<file path="src/rtl/spi_sub.sv">
// rtl/spi_sub.sv - SPI subordinate (modes 0..3, byte framing, tx holding buffer); option macro SPI_SUB_MSB_FIRST_EN
module spi_sub (
    input  logic       i_clk,
    input  logic       i_rst,
    input  logic       i_sclk,
    input  logic       i_cs_n,
    input  logic       i_mosi,
    input  logic [1:0] i_mode,
    input  logic [7:0] i_tx_byte,
    input  logic       i_tx_valid,
    output logic       o_tx_ready,
    output logic       o_miso,
    output logic       o_miso_oe,
    output logic [7:0] o_rx_byte,
    output logic       o_rx_valid,
    output logic       o_tx_underrun
);

    typedef enum logic {
        ST_IDLE   = 1'b0,
        ST_ACTIVE = 1'b1
    } state_t;

    // synchronizer stages; sclk_s3_q is the delayed copy used for edge detection
    logic       sclk_s1_q, sclk_s2_q, sclk_s3_q;
    logic       cs_s1_q, cs_s2_q;
    logic       mosi_s1_q, mosi_s2_q;
    logic [1:0] mode_q;

    state_t     state_q, state_d;
    logic [2:0] cnt_q, cnt_d;
    logic [7:0] tx_sh_q, tx_sh_d;
    // only seven bits of history are needed; the eighth arrives with the final sample
    logic [6:0] rx_sh_q, rx_sh_d;
    logic [7:0] buf_q, buf_d;
    logic       buf_full_q, buf_full_d;
    logic       load_pend_q, load_pend_d;
    logic       skip_q, skip_d;
    logic [7:0] rx_byte_q, rx_byte_d;
    logic       rx_valid_q, rx_valid_d;
    logic       underrun_q, underrun_d;

    logic       cpol, cpha;
    logic       sclk_rise, sclk_fall, lead_edge, trail_edge;
    logic       sample_edge, shift_edge;
    logic       load;
    logic [7:0] rx_next;
    logic [7:0] tx_shifted;
    logic       miso_bit;

    // bring the asynchronous SPI pins into the i_clk domain
    always_ff @(posedge i_clk or posedge i_rst) begin
        if (i_rst) begin
            sclk_s1_q <= 1'b0;
            sclk_s2_q <= 1'b0;
            sclk_s3_q <= 1'b0;
            cs_s1_q   <= 1'b1;
            cs_s2_q   <= 1'b1;
            mosi_s1_q <= 1'b0;
            mosi_s2_q <= 1'b0;
        end else begin
            sclk_s1_q <= i_sclk;
            sclk_s2_q <= sclk_s1_q;
            sclk_s3_q <= sclk_s2_q;
            cs_s1_q   <= i_cs_n;
            cs_s2_q   <= cs_s1_q;
            mosi_s1_q <= i_mosi;
            mosi_s2_q <= mosi_s1_q;
        end
    end

    // mode is only allowed to change between transfers (CS deasserted)
    always_ff @(posedge i_clk or posedge i_rst) begin
        if (i_rst) begin
            mode_q <= 2'b00;
        end else if (cs_s2_q) begin
            mode_q <= i_mode;
        end
    end

    assign cpol        = mode_q[1];
    assign cpha        = mode_q[0];
    assign sclk_rise   = sclk_s2_q & ~sclk_s3_q;
    assign sclk_fall   = ~sclk_s2_q & sclk_s3_q;
    assign lead_edge   = cpol ? sclk_fall : sclk_rise;
    assign trail_edge  = cpol ? sclk_rise : sclk_fall;
    assign sample_edge = cpha ? trail_edge : lead_edge;
    assign shift_edge  = cpha ? lead_edge : trail_edge;

`ifdef SPI_SUB_MSB_FIRST_EN
    assign rx_next    = {rx_sh_q, mosi_s2_q};
    assign tx_shifted = {tx_sh_q[6:0], 1'b0};
    assign miso_bit   = tx_sh_q[7];
`else
    assign rx_next    = {mosi_s2_q, rx_sh_q};
    assign tx_shifted = {1'b0, tx_sh_q[7:1]};
    assign miso_bit   = tx_sh_q[0];
`endif

    // framing FSM, bit counter, shift registers and holding buffer next-state
    always_comb begin
        state_d     = state_q;
        cnt_d       = cnt_q;
        tx_sh_d     = tx_sh_q;
        rx_sh_d     = rx_sh_q;
        buf_d       = buf_q;
        buf_full_d  = buf_full_q;
        load_pend_d = load_pend_q;
        skip_d      = skip_q;
        rx_byte_d   = rx_byte_q;
        rx_valid_d  = 1'b0;
        underrun_d  = 1'b0;
        load        = 1'b0;

        case (state_q)
            ST_IDLE: begin
                if (!cs_s2_q) begin
                    state_d     = ST_ACTIVE;
                    cnt_d       = 3'd0;
                    rx_sh_d     = 7'd0;
                    load        = 1'b1;
                    load_pend_d = 1'b0;
                    // CPHA=1: the first leading edge only presents the bit loaded here
                    skip_d      = cpha;
                end
            end
            ST_ACTIVE: begin
                if (cs_s2_q) begin
                    state_d     = ST_IDLE;
                    cnt_d       = 3'd0;
                    tx_sh_d     = 8'd0;
                    rx_sh_d     = 7'd0;
                    load_pend_d = 1'b0;
                    skip_d      = 1'b0;
                end else begin
                    if (sample_edge) begin
`ifdef SPI_SUB_MSB_FIRST_EN
                        rx_sh_d = rx_next[6:0];
`else
                        rx_sh_d = rx_next[7:1];
`endif
                        cnt_d = cnt_q + 3'd1;
                        if (cnt_q == 3'd7) begin
                            rx_byte_d   = rx_next;
                            rx_valid_d  = 1'b1;
                            load_pend_d = 1'b1;
                        end
                    end
                    if (shift_edge) begin
                        if (load_pend_q) begin
                            load        = 1'b1;
                            load_pend_d = 1'b0;
                        end else if (skip_q) begin
                            skip_d = 1'b0;
                        end else begin
                            tx_sh_d = tx_shifted;
                        end
                    end
                end
            end
            default: begin
                state_d = ST_IDLE;
            end
        endcase

        if (load) begin
            tx_sh_d    = buf_full_q ? buf_q : 8'd0;
            underrun_d = ~buf_full_q;
            buf_full_d = 1'b0;
        end
        // a write accepted in the same cycle as an empty-buffer load refills it afterwards
        if (i_tx_valid && !buf_full_q) begin
            buf_d      = i_tx_byte;
            buf_full_d = 1'b1;
        end
    end

    // transfer state registers
    always_ff @(posedge i_clk or posedge i_rst) begin
        if (i_rst) begin
            state_q     <= ST_IDLE;
            cnt_q       <= 3'd0;
            tx_sh_q     <= 8'd0;
            rx_sh_q     <= 7'd0;
            buf_q       <= 8'd0;
            buf_full_q  <= 1'b0;
            load_pend_q <= 1'b0;
            skip_q      <= 1'b0;
            rx_byte_q   <= 8'd0;
            rx_valid_q  <= 1'b0;
            underrun_q  <= 1'b0;
        end else begin
            state_q     <= state_d;
            cnt_q       <= cnt_d;
            tx_sh_q     <= tx_sh_d;
            rx_sh_q     <= rx_sh_d;
            buf_q       <= buf_d;
            buf_full_q  <= buf_full_d;
            load_pend_q <= load_pend_d;
            skip_q      <= skip_d;
            rx_byte_q   <= rx_byte_d;
            rx_valid_q  <= rx_valid_d;
            underrun_q  <= underrun_d;
        end
    end

    assign o_miso_oe     = (state_q == ST_ACTIVE);
    assign o_miso        = (state_q == ST_ACTIVE) & miso_bit;
    assign o_tx_ready    = ~buf_full_q;
    assign o_rx_byte     = rx_byte_q;
    assign o_rx_valid    = rx_valid_q;
    assign o_tx_underrun = underrun_q;

endmodule
</file>
<file path="config.mk">
export PLATFORM = sky130hd
export DESIGN_NAME = spi_sub
export DESIGN_NICKNAME = d
export VERILOG_FILES = /design/src/rtl/spi_sub.sv
export SDC_FILE = /design/constraint.sdc
export NUM_CORES = 1
export LEC_CHECK = 0
export CAP_MARGIN = 40
export CORE_UTILIZATION = 46
export DETAILED_ROUTE_END_ITERATION = 12
export DONT_BUFFER_PORTS = 1
export GPL_ROUTABILITY_DRIVEN = 0
export HOLD_SLACK_MARGIN = 0.08
export MAX_ROUTING_LAYER = met4
export SLEW_MARGIN = 20
export SYNTH_ARGS = -nofsm -noshare
export SYNTH_HDL_FRONTEND = slang
export SYNTH_SLANG_ARGS = --single-unit
</file>
<file path="constraint.sdc">
create_clock -name i_clk -period 2.8 [get_ports i_clk]
set_clock_uncertainty 0.15 [all_clocks]
set_input_delay 0.56 -clock i_clk [delete_from_list [all_inputs] [get_ports i_clk]]
set_output_delay 0.56 -clock i_clk [all_outputs]
set_load 0.05 [all_outputs]
</file>
* Word level (Yosys, flattened, before mapping)
Index checks and enable logic that the tools add are counted.
Widths: inputs -> output; s select.
** Word-level totals
- Register bits after elaboration :: 49
- Input bits :: 16
- Output and inout bits :: 13
- Word-level logic and storage cells :: 87
** Operators by class
- Add/subtract/negate cells :: 1
- Equality and inequality tests :: 7
- Multiplexer cells :: 43
- Bitwise operators :: 8
- Reductions and logical operators :: 9
** Operator list (count)
- $mux 8 :: 7
- $mux 1 :: 25
- $mux 7 :: 3
- $pmux 7 s2 :: 1
- $ne 3x2->1 const B :: 4
- $mux 3 :: 3
- $reduce_and 4->1 :: 2
- $pmux 1 s2 :: 3
- $pmux 3 s2 :: 1
- $not 1->1 :: 5
- $reduce_bool 2->1 :: 2
- $add 3x1->3 const B :: 1
- $and 1x1->1 :: 3
- $eq 3x3->1 const B :: 1
- $ne 3x3->1 const B :: 1
- $reduce_and 3->1 :: 1
- $reduce_bool 3->1 :: 1
- $ne 2x2->1 const B :: 1
- $reduce_and 2->1 :: 1
- $logic_and 1x1->1 :: 1
- $logic_not 1->1 :: 1

* Depth between registers and ports, before layout
Gate-level depths: netlist of the first run.
- Depth in word-level cells :: 9
- Depth in mapped cells :: 5
- Gate-level depth less buffers :: 5

* Least setup slack after synthesis of the first run
No wires, ideal clock.
- Path type :: register to output
- Start point :: register state_q (netlist: o_miso_oe)
- End point :: output port o_miso
- Arrival :: 1214 ps
- Data required time :: 2090 ps
- Path slack :: 876 ps
- Stages on the path, launching flop included :: 2
- Buffers on the path :: 0
- Cells stage by stage :: dfrtp_1 > and2_1
** Between the ends
- Longest elaborated chain between the ends :: 1
** RTL lines
- start, declared :: RTL line 30 : state_t state_q, state_d;
- start signal, assigned :: RTL line 193 : state_q <= state_d;
- $and 1x1->1 :: RTL line 208 : assign o_miso = (state_q == ST_ACTIVE) & miso_bit;
- end, declared :: RTL line 12 : output logic o_miso,
No other way between the ends.

* Final worst setup path of the first run
- Start point :: register mode_q[1]
- End point :: register rx_byte_q[2] (netlist: o_rx_byte[2])
** Between the ends
- Longest elaborated chain between the ends :: 3
- Elaborated cells on any way between the ends :: 4
- Classes of those cells :: mux: 3; reduce/logical: 1
** RTL lines
- start, declared :: RTL line 28 : logic [1:0] mode_q;
- start signal, assigned :: RTL line 77 : mode_q <= i_mode;
- $mux 1 (on tied branches) :: RTL line 85, 86
- $mux 1 * :: RTL line 87 : assign sample_edge = cpha ? trail_edge : lead_edge;
- $reduce_and 4->1 (no line) *
- end signal, assigned :: RTL line 201 : rx_byte_q <= rx_byte_d;
- end, declared :: RTL line 39 : logic [7:0] rx_byte_q, rx_byte_d;
Mark *: on every way between the ends. The rest lies on a longest branch, timed or not.
A chain may end at the register's enable or synchronous reset.

==> impl_metrics.env, run 1 <==
export IMPL_rsz0062_at_grt="no"
export IMPL_r2r_start="mode_q[1]"
export IMPL_grt_pass1_wl_um=5520
export IMPL_post_route_drc_count=0
export IMPL_setup_violations=0
export IMPL_slew_headroom=0.544
export IMPL_syn_nets=164
export IMPL_overflow=0
export IMPL_yosysSeqAreaShare=0.618
export IMPL_yosys_most_used_dff="dfrtp_1"
export IMPL_seqCellArea_sq_mm=0.00123
export IMPL_syn_area_per_cell_sq_um=13.6
export IMPL_core_sq_mm=0.00409
export IMPL_r2r_cells=6
export IMPL_row_count=23
export IMPL_avgViaCountPerCell=5.56
export IMPL_cp_required_ns=2.83
export IMPL_placed_area_sq_mm=0.00207
export IMPL_min_from="i_sclk"
export IMPL_path_max_fanout=11
export IMPL_clk_pin_slew_worst_paths_ns=0.09
export IMPL_hp_class="primary input to register"
export IMPL_clock_sinks=49
export IMPL_drv_slew=0
export IMPL_postLayoutCoreUtil=0.536
export IMPL_tns_ns=0
export IMPL_r2r_slack_ns=0.72
export IMPL_finalCriticalPeriod_ns=2.08
export IMPL_antenna_found_initial=0
export IMPL_pin_count=29
export IMPL_insertion_delay_ns=0.29
export IMPL_power_frac_clock=0.285
export IMPL_wl_per_cell_um=15.3
export IMPL_fmax_mhz=480
export IMPL_holdPathStages=0
export IMPL_grt_usage=0.174
export IMPL_antennaDiodeCount=0
export IMPL_synth_area_leaders="dfrtp_1, mux2_2, mux2_1"
export IMPL_post_cts_buffers=0
export IMPL_crit_chain="xor2_2 -> mux2i_1 -> nor2b_2 -> buf_4 -> nand2_4 -> mux2_1"
export IMPL_cts_buffers=5
export IMPL_multiInputGateArea_sq_um=728
export IMPL_hold_end="sclk_s1_q"
export IMPL_crit_family="multiplexers"
export IMPL_pwr_share_seq=0.575
export IMPL_tightest_slew_ns=0.683
export IMPL_fill_cells=363
export IMPL_fp_dieH_um=67.7
export IMPL_yosysTopAreaCell="dfrtp_1"
export IMPL_final_nets=173
export IMPL_dr_total_vias=1146
export IMPL_drtPass1Iterations=4
export IMPL_clock_path_buffers=2
export IMPL_start_util=0.487
export IMPL_slowest_delay_ns=0.41
export IMPL_dp_hpwl_um=2280
export IMPL_p_leak_nw=1.06
export IMPL_sw_frac_of_total=0.260
export IMPL_cp_buffers_inverters=1
export IMPL_cp_slowest_cell="dfrtp_1"
export IMPL_path_class="register to register"
export IMPL_arrival_ns=2.11
export IMPL_status="finished, final reports clean"
export IMPL_synth_area_sq_mm=0.00199
export IMPL_drive_gt1_frac=0.218
export IMPL_startpoint_type="register"
export IMPL_synth_distinct_cells=32
export IMPL_syn_to_final_growth_pct=10.1
export IMPL_synth_edf_count=0
export IMPL_synth_warnings=0
export IMPL_io_buffers=0
export IMPL_drt_initial_drc_count=30
export IMPL_die_area_sq_mm=0.00459
export IMPL_grt_pass1_vias=1148
export IMPL_finalPower_mw=1.47
export IMPL_combPwrFrac=0.140
export IMPL_grt_max_degree=28
export IMPL_ys_seq_elements=49
export IMPL_floorplan_die_width_um=67.7
export IMPL_power_switching_mw=0.382
export IMPL_p_int_mw=1.09
export IMPL_min_period_over_period=0.743
export IMPL_stdcell_area_sq_mm=0.00219
export IMPL_regToRegEndpoint="o_rx_byte[2]"
export IMPL_cts_tree="done"
export IMPL_async_flop_share=1.00
export IMPL_power_density_mw_per_mm2=671
export IMPL_hold_viol_final=0
export IMPL_syn_inst=146
export IMPL_drv_cap=0
export IMPL_ant_nets=0
export IMPL_end_kind="register"
export IMPL_cp_startpoint="mode_q[1]"
export IMPL_cts_root_buf="clkbuf_8"
export IMPL_synth_top_area_frac=0.592
export IMPL_routed_wl_um=3150
export IMPL_irDropWorstVdd_uv=347
export IMPL_h_tree_depth=2
## logic make-up (layout without fill, tap and decap cells)
family	count (synthesis)	in the layout	synth area share
compound gates	26	26	0.110
xor+xnor	1	1	0.00818
fa+ha+maj	2	2	0.0126
buf+inv	8	18	0.0157
flops	49	49	0.618
mux	22	22	0.129
simple gates	38	38	0.107
## placed cells by master (no fill, tap or decap), drive strengths merged, types with 3 or more instances in the layout
master | Yosys | routed
dfrtp | 47 | 47
mux2 | 19 | 19
nor2 | 14 | 14
a22o | 9 | 9
and3 | 7 | 7
o32a | 7 | 7
clkbuf | 1 | 6
o21ai | 6 | 6
inv | 5 | 5
nand2 | 4 | 4
nand2b | 3 | 3
nor2b | 3 | 3
mux2i | 3 | 3
buf | 2 | 3
## synth_stat cells, drive strengths merged (3+ instances only)
library cell,n
nand2,4
nand2b,3
and3,7
mux2,19
nor2,14
a22o,9
dfrtp,47
o21ai,6
o32a,7
mux2i,3
inv,5
nor2b,3
## how the worst max path moves through the flow
stage | end | slack (ns) | cells after the start
after global routing | o_rx_byte[2] | 0.55 | 6
after detailed placement | o_rx_byte[2] | 0.70 | 6
final | o_rx_byte[2] | 0.72 | 6
after global placement | o_rx_byte[7] | 0.74 | 6
after CTS | o_rx_byte[0] | 0.68 | 6
after floorplan | o_miso | 0.88 | 1
## power by group through the flow
| stage | clock network, mW | registers [mW] | logic (mW) |
|---|---|---|---|
| final | 0.419 | 0.844 | 0.206 |
| after global routing | 0.459 | 0.859 | 0.230 |
| after CTS | 0.436 | 0.845 | 0.208 |
| after detailed placement | 0 | 0.860 | 0.206 |
| after global placement | 0 | 0.855 | 0.196 |
| after floorplan | 0 | 0.845 | 0.175 |
## per-stage QoR
stage / hold slack (ns) / setup slack, ns / cells
floorplan: 0.181 / 0.876 / 146
global placement: 0.189 / 0.736 / 195
detailed placement: 0.187 / 0.699 / 196
CTS: 0.0952 / 0.684 / 205
global route: 0.112 / 0.552 / 206
finish: 0.136 / 0.719 / 206
## what timing repair did
action | 4_1_cts | 5_1_grt
endpoints found under the setup margin | 0 | 0
hold endpoints to repair | 22 | 1
resized for setup | 0 | 0
hold buffers | 1 | 1
## flip-flops by register name (all words and copies together), names as in the netlist
name,flops
cnt_q,3
cs_s1_q,1
sclk_s2_q,1
o_rx_byte,8
load_pend_q,1
mosi_s2_q,1
o_rx_valid,1
o_tx_underrun,1
buf_q,8
sclk_s1_q,1
rx_sh_q,7
buf_full_q,1
mosi_s1_q,1
cs_s2_q,1
skip_q,1
mode_q,2
sclk_s3_q,1
o_miso_oe,1
tx_sh_q,8
## layer usage
metal,up-vias,part of all wire,track usage
met5,-,0,-
met1,570,0.49,0.243
met2,30,0.44,0.233
met3,5,0.050,0.0541
li1,541,-,-
met4,0,0.015,0.0718
## layout make-up
type / instances / share of cell area
timing repair buffer: 5 / 0.0251
inverter: 5 / 0.00857
sequential: 49 / 0.561
clock buffer: 6 / 0.0377
multi-input combinational: 89 / 0.333
clock inverter: 2 / 0.00629
tap: 50 / 0.0286
Power figures use the tool's default switching activity.
==> run 2: changes to the inputs <==
==> constraint.sdc (replaced) <==
create_clock -name i_clk -period 1.89 [get_ports i_clk]
set_clock_uncertainty 0.15 [all_clocks]
set_input_delay 0.378 -clock i_clk [delete_from_list [all_inputs] [get_ports i_clk]]
set_output_delay 0.378 -clock i_clk [all_outputs]
set_load 0.05 [all_outputs]
==> run 2 against run 1 <==
Net effect:
- the flow now finishes with violations (setup timing)
- combinational power rose by 96%
- global-route usage rose by 1.4 points
- routed wire length rose by 21%
- clock power rose by 41%
- via count rose by 12%
- maximum frequency rose by 7.2%
- first-iteration DRC count rose to 2.8 times the previous value
- setup slack got worse by 0.77 ns
- die area did not move
- worst hold slack improved by 0.069 ns
- sequential power rose by 49%
- critical endpoint is now tx_sh_q[3]
- largest cell class unchanged
- highest routed layer unchanged
==> impl_metrics.env, run 2 (same netlist as run 1, synthesis figures left out) <==
export IMPL_status="complete, but fails checks"
export IMPL_violations="setup timing"
export IMPL_tightest_slew_ns=0.494
export IMPL_fmax_mhz=515
export IMPL_dp_hpwl_um=2410
export IMPL_finalNonFillerCells=235
export IMPL_grt_usage=0.188
export IMPL_setup_slack_ns=-0.0519
export IMPL_p_int_mw=1.65
export IMPL_floorplan_die_width_um=67.7
export IMPL_cts_tree="done"
export IMPL_pin_count=29
export IMPL_avgViaCountPerCell=5.48
export IMPL_setup_violations=15
export IMPL_drv_slew=0
export IMPL_rsz0062_at_grt="yes"
export IMPL_hold_viol_final=0
export IMPL_irDropWorstVdd_uv=496
export IMPL_antenna_found_initial=0
export IMPL_routed_wl_um=3810
export IMPL_antennaDiodeCount=0
export IMPL_grt_pass1_wl_um=6040
export IMPL_end_kind="register"
export IMPL_finalCriticalPeriod_ns=1.94
export IMPL_start_util=0.487
export IMPL_min_period_over_period=1.03
export IMPL_final_cell_mix="dfrtp_1, nor2_1, dlygate4sd3_1, buf_4, mux2_2"
export IMPL_grt_max_degree=29
export IMPL_sw_frac_of_total=0.270
export IMPL_postLayoutCoreUtil=0.624
export IMPL_combPwrFrac=0.179
export IMPL_hold_end="sclk_s2_q"
export IMPL_slew_headroom=0.670
export IMPL_cts_buffers=5
export IMPL_clk_pin_slew_worst_paths_ns=0.09
export IMPL_syn_to_final_growth_pct=28.3
export IMPL_clock_path_buffers=2
export IMPL_r2r_slack_ns=-0.05
export IMPL_drtPass1Iterations=4
export IMPL_r2r_start="mode_q[1]"
export IMPL_insertion_delay_ns=0.29
export IMPL_dp_cells=205
export IMPL_cp_required_ns=1.93
export IMPL_drive_gt1_frac=0.341
export IMPL_post_route_drc_count=0
export IMPL_clock_sinks=49
export IMPL_startpoint_type="register"
export IMPL_r2r_cells=7
export IMPL_overflow=0
export IMPL_grt_pass1_vias=1340
export IMPL_holdPathStages=0
export IMPL_dr_total_vias=1287
export IMPL_layout_commonest_cell="dfrtp_1"
export IMPL_core_sq_mm=0.00409
export IMPL_placed_area_sq_mm=0.00216
export IMPL_die_area_sq_mm=0.00459
export IMPL_io_buffers=0
export IMPL_power_density_mw_per_mm2=884
export IMPL_min_from="sclk_s1_q"
export IMPL_h_tree_depth=2
export IMPL_tns_ns=-0.367
export IMPL_arrival_ns=1.98
export IMPL_hp_class="register to register"
export IMPL_path_max_fanout=6
export IMPL_drv_cap=0
export IMPL_drt_initial_drc_count=85
export IMPL_row_count=23
export IMPL_final_nets=202
export IMPL_whs_ns=0.205
export IMPL_regToRegEndpoint="tx_sh_q[3]"
export IMPL_path_class="register to register"
export IMPL_wl_per_cell_um=16.2
export IMPL_fp_dieH_um=67.7
export IMPL_ant_nets=0
export IMPL_power_switching_mw=0.608
export IMPL_pwr_share_seq=0.558
export IMPL_p_leak_nw=1.22
export IMPL_cts_root_buf="clkbuf_8"
export IMPL_stdcell_area_sq_mm=0.00255
export IMPL_power_frac_clock=0.262
-- run 2: cell count changes in the layout (fill, tap and decap cells not counted), moves of 2 or more --
cell,previous run,this run
o21ai_4,0,3
and3_4,0,2
clkbuf_1,0,2
buf_4,2,14
mux2_4,0,8
buf_6,0,3
and3_1,7,5
o21ai_2,3,1
dlygate4sd3_1,2,14
mux2_1,8,0
-- run 2: area by class of cell --
cell class | count | area, sq um
clock buffers | 7 | 76.3
clock inverters | 1 | 7.51
fillers | 316 | 1540
inverters | 5 | 18.8
multi-input cells | 90 | 838
flip-flops and latches | 49 | 1230
well taps | 50 | 62.6
repair buffers | 33 | 319
-- run 2: routing by layer --
layer | global-route usage | wire, um | up-vias
met5 | - | 0 | -
met4 | 0.0559 | 17 | 0
met3 | 0.0642 | 137 | 2
met2 | 0.296 | 1970 | 23
met1 | 0.229 | 1690 | 659
li1 | - | - | 603
-- run 2: worst max path at each step --
stage                             to      start  cells after the start  slack [ns]
after floorplan           tx_sh_q[0]  mode_q[0]                      5      0.0006
after global placement    tx_sh_q[1]  mode_q[0]                      6       -0.03
after detailed placement  tx_sh_q[0]  mode_q[0]                      6       -0.06
after CTS                 tx_sh_q[3]  mode_q[1]                      7       -0.06
after global routing      tx_sh_q[3]  mode_q[1]                      7       -0.14
final                     tx_sh_q[3]  mode_q[1]                      7       -0.05
-- run 2: metrics by stage --
step	setup slack [ns]	power [mW]
6_report	-0.0519	2.26
4_1_cts	-0.0583	2.27
2_1_floorplan	0.000628	1.51
3_3_place_gp	-0.0275	1.61
5_1_grt	-0.139	2.38
3_5_place_dp	-0.0597	1.62
-- run 2: worst max-delay path, stage by stage (launching register included) --
cell	delay (ns)
dfrtp_1	0.42
xor2_2	0.18
buf_4	0.15
mux2i_4	0.26
o21ai_4	0.11
buf_6	0.14
and3_4	0.15
o32a_1	0.27
-- run 2: repair_timing --
action	4_1_cts	5_1_grt
gates cloned	0	1
hold endpoints to repair	31	1
hold buffers	13	1
resized for setup	10	14
pin swaps	5	2
buffers inserted	4	3
endpoints found under the setup margin	8	29
-- run 2: power groups by stage --
stage          sequential [mW]  combinational [mW]  clock [mW]
5_1_grt                   1.28               0.445       0.654
2_1_floorplan             1.25               0.260           0
4_1_cts                   1.26               0.393       0.616
3_3_place_gp              1.28               0.335           0
3_5_place_dp              1.28               0.345           0
6_report                  1.26               0.404       0.592
==> run 3: changes to the inputs <==
--- a/config.mk
+++ b/config.mk
@@ -6,12 +6,13 @@
 export NUM_CORES = 1
 export LEC_CHECK = 0
 export CAP_MARGIN = 40
-export CORE_UTILIZATION = 46
+export CORE_UTILIZATION = 45
 export DETAILED_ROUTE_END_ITERATION = 12
 export DONT_BUFFER_PORTS = 1
 export GPL_ROUTABILITY_DRIVEN = 0
 export HOLD_SLACK_MARGIN = 0.08
 export MAX_ROUTING_LAYER = met4
+export PLACE_DENSITY = 0.58
 export SLEW_MARGIN = 20
 export SYNTH_ARGS = -nofsm -noshare
 export SYNTH_HDL_FRONTEND = slang
==> run 3 against run 2 <==
Net effect:
- the flow still finishes with violations (setup timing)
- maximum frequency rose by 1.6%
- count of clock-buffer cells in the layout fell by 1
- sequential cell count did not move
- total power rose by 1.2%
- sequential power barely moved
- final area fell by 2.3%
- first-iteration DRC count rose by 36%
- die area rose by 2.2%
- final cell count fell by 2.1%
- setup slack improved by 0.031 ns
- critical path depth did not move
- critical path type unchanged
- largest power group unchanged
==> impl_metrics.env, run 3 (same netlist as run 1, synthesis figures left out) <==
export IMPL_core_sq_mm=0.00412
export IMPL_violations="setup timing"
export IMPL_antenna_found_initial=0
export IMPL_hp_class="register to register"
export IMPL_dp_cells=204
export IMPL_syn_to_final_growth_pct=25.4
export IMPL_row_count=23
export IMPL_layout_commonest_cell="dfrtp_1"
export IMPL_drtPass1Iterations=4
export IMPL_drv_slew=0
export IMPL_ant_nets=0
export IMPL_cts_root_buf="clkbuf_8"
export IMPL_path_class="register to register"
export IMPL_clock_path_buffers=2
export IMPL_drive_gt1_frac=0.294
export IMPL_floorplan_die_width_um=68.5
export IMPL_power_density_mw_per_mm2=916
export IMPL_grt_usage=0.177
export IMPL_startpoint_type="register"
export IMPL_p_leak_nw=1.18
export IMPL_clock_sinks=49
export IMPL_fmax_mhz=523
export IMPL_tightest_slew_ns=0.472
export IMPL_grt_max_degree=47
export IMPL_die_area_sq_mm=0.00469
export IMPL_avgViaCountPerCell=5.39
export IMPL_setup_slack_ns=-0.0208
export IMPL_io_buffers=0
export IMPL_insertion_delay_ns=0.30
export IMPL_dp_hpwl_um=2300
export IMPL_end_kind="register"
export IMPL_rsz0062_at_grt="yes"
export IMPL_drt_initial_drc_count=116
export IMPL_routed_wl_um=3480
export IMPL_finalPower_mw=2.28
export IMPL_min_period_over_period=1.01
export IMPL_irDropWorstVdd_uv=506
export IMPL_antennaDiodeCount=0
export IMPL_status="complete, but fails checks"
export IMPL_dr_total_vias=1240
export IMPL_drv_cap=0
export IMPL_clk_pin_slew_worst_paths_ns=0.08
export IMPL_path_max_fanout=7
export IMPL_grt_pass1_wl_um=5710
export IMPL_post_route_drc_count=0
export IMPL_cp_required_ns=1.92
export IMPL_grt_pass1_vias=1273
export IMPL_tns_ns=-0.204
export IMPL_overflow=0
export IMPL_final_nets=197
export IMPL_hold_viol_final=0
export IMPL_setup_violations=15
export IMPL_h_tree_depth=2
export IMPL_slew_headroom=0.685
export IMPL_finalNonFillerCells=230
export IMPL_fp_dieH_um=68.5
export IMPL_pin_count=29
export IMPL_finalCriticalPeriod_ns=1.91
export IMPL_cts_buffers=5
export IMPL_arrival_ns=1.94
export IMPL_cts_tree="done"
export IMPL_start_util=0.483
export IMPL_final_cell_mix="dfrtp_1, nor2_1, dlygate4sd3_1, buf_4, mux2_2"
export IMPL_wl_per_cell_um=15.1
-- run 3: through the flow --
stage	setup WS, ns	instance area, sq um	util	hold slack [ns]
after detailed placement	-0.102	2150	0.523	-0.00899
after floorplan	0.000628	2000	-	0.181
after global placement	-0.0533	2150	0.523	-0.00918
final	-0.0208	2490	0.606	0.208
after CTS	-0.0345	2470	0.600	0.210
after global routing	-0.115	2490	0.606	0.219
-- run 3: power by group --
part           leakage [nW]  switching, mW  total, mW  internal (mW)
sequential            0.624         0.0870       1.26           1.17
clock                0.0512          0.331      0.627          0.297
combinational         0.502          0.188      0.398          0.210
total                  1.18          0.605       2.28           1.68
-- run 3: path summary, 6_finish.rpt --
check | from | end | depth (start not counted) | slack, ns
min | mosi_s1_q | mosi_s2_q | 0 | 0.21
max reg2reg | mode_q[1] | tx_sh_q[5] | 7 | -0.02
min in group asynchronous | i_rst | mosi_s1_q | 2 | 0.25
min reg2reg | mosi_s1_q | mosi_s2_q | 0 | 0.21
max | mode_q[1] | tx_sh_q[5] | 7 | -0.02
max in group asynchronous | i_rst | cs_s2_q | 3 | 0.85
-- run 3: cell type report --
class	count	area [sq um]
fill	336	1620
sequential	49	1230
multi-input combinational	89	803
timing repair buffer	29	282
clock buffer	6	82.6
tap	50	62.6
inverter	5	18.8
clock inverter	2	13.8
-- run 3: per-layer routing --
layer  global-route usage  vias up  part of all wire
li1                     -      585                 -
met5                    -        -                 0
met4               0.0729        0             0.011
met1                0.225      621              0.47
met2                0.254       28              0.48
met3               0.0633        6             0.039
-- run 3: timing repair --
item | in CTS | in global routing
hold buffers | 14 | 0
buffers inserted | 4 | 1
pin swaps | 14 | 4
endpoints found under the setup margin | 16 | 27
hold endpoints to repair | 60 | 0
cloned | 0 | 0
gates resized for setup | 9 | 6
-- run 3: worst max-delay path: stages (launching register included) --
cell and delay, ns:
dfrtp_1 0.42, xor2_2 0.19, buf_4 0.16, mux2i_4 0.19
buf_4 0.15, nand3_2 0.13, nor2_1 0.06, o32a_1 0.34
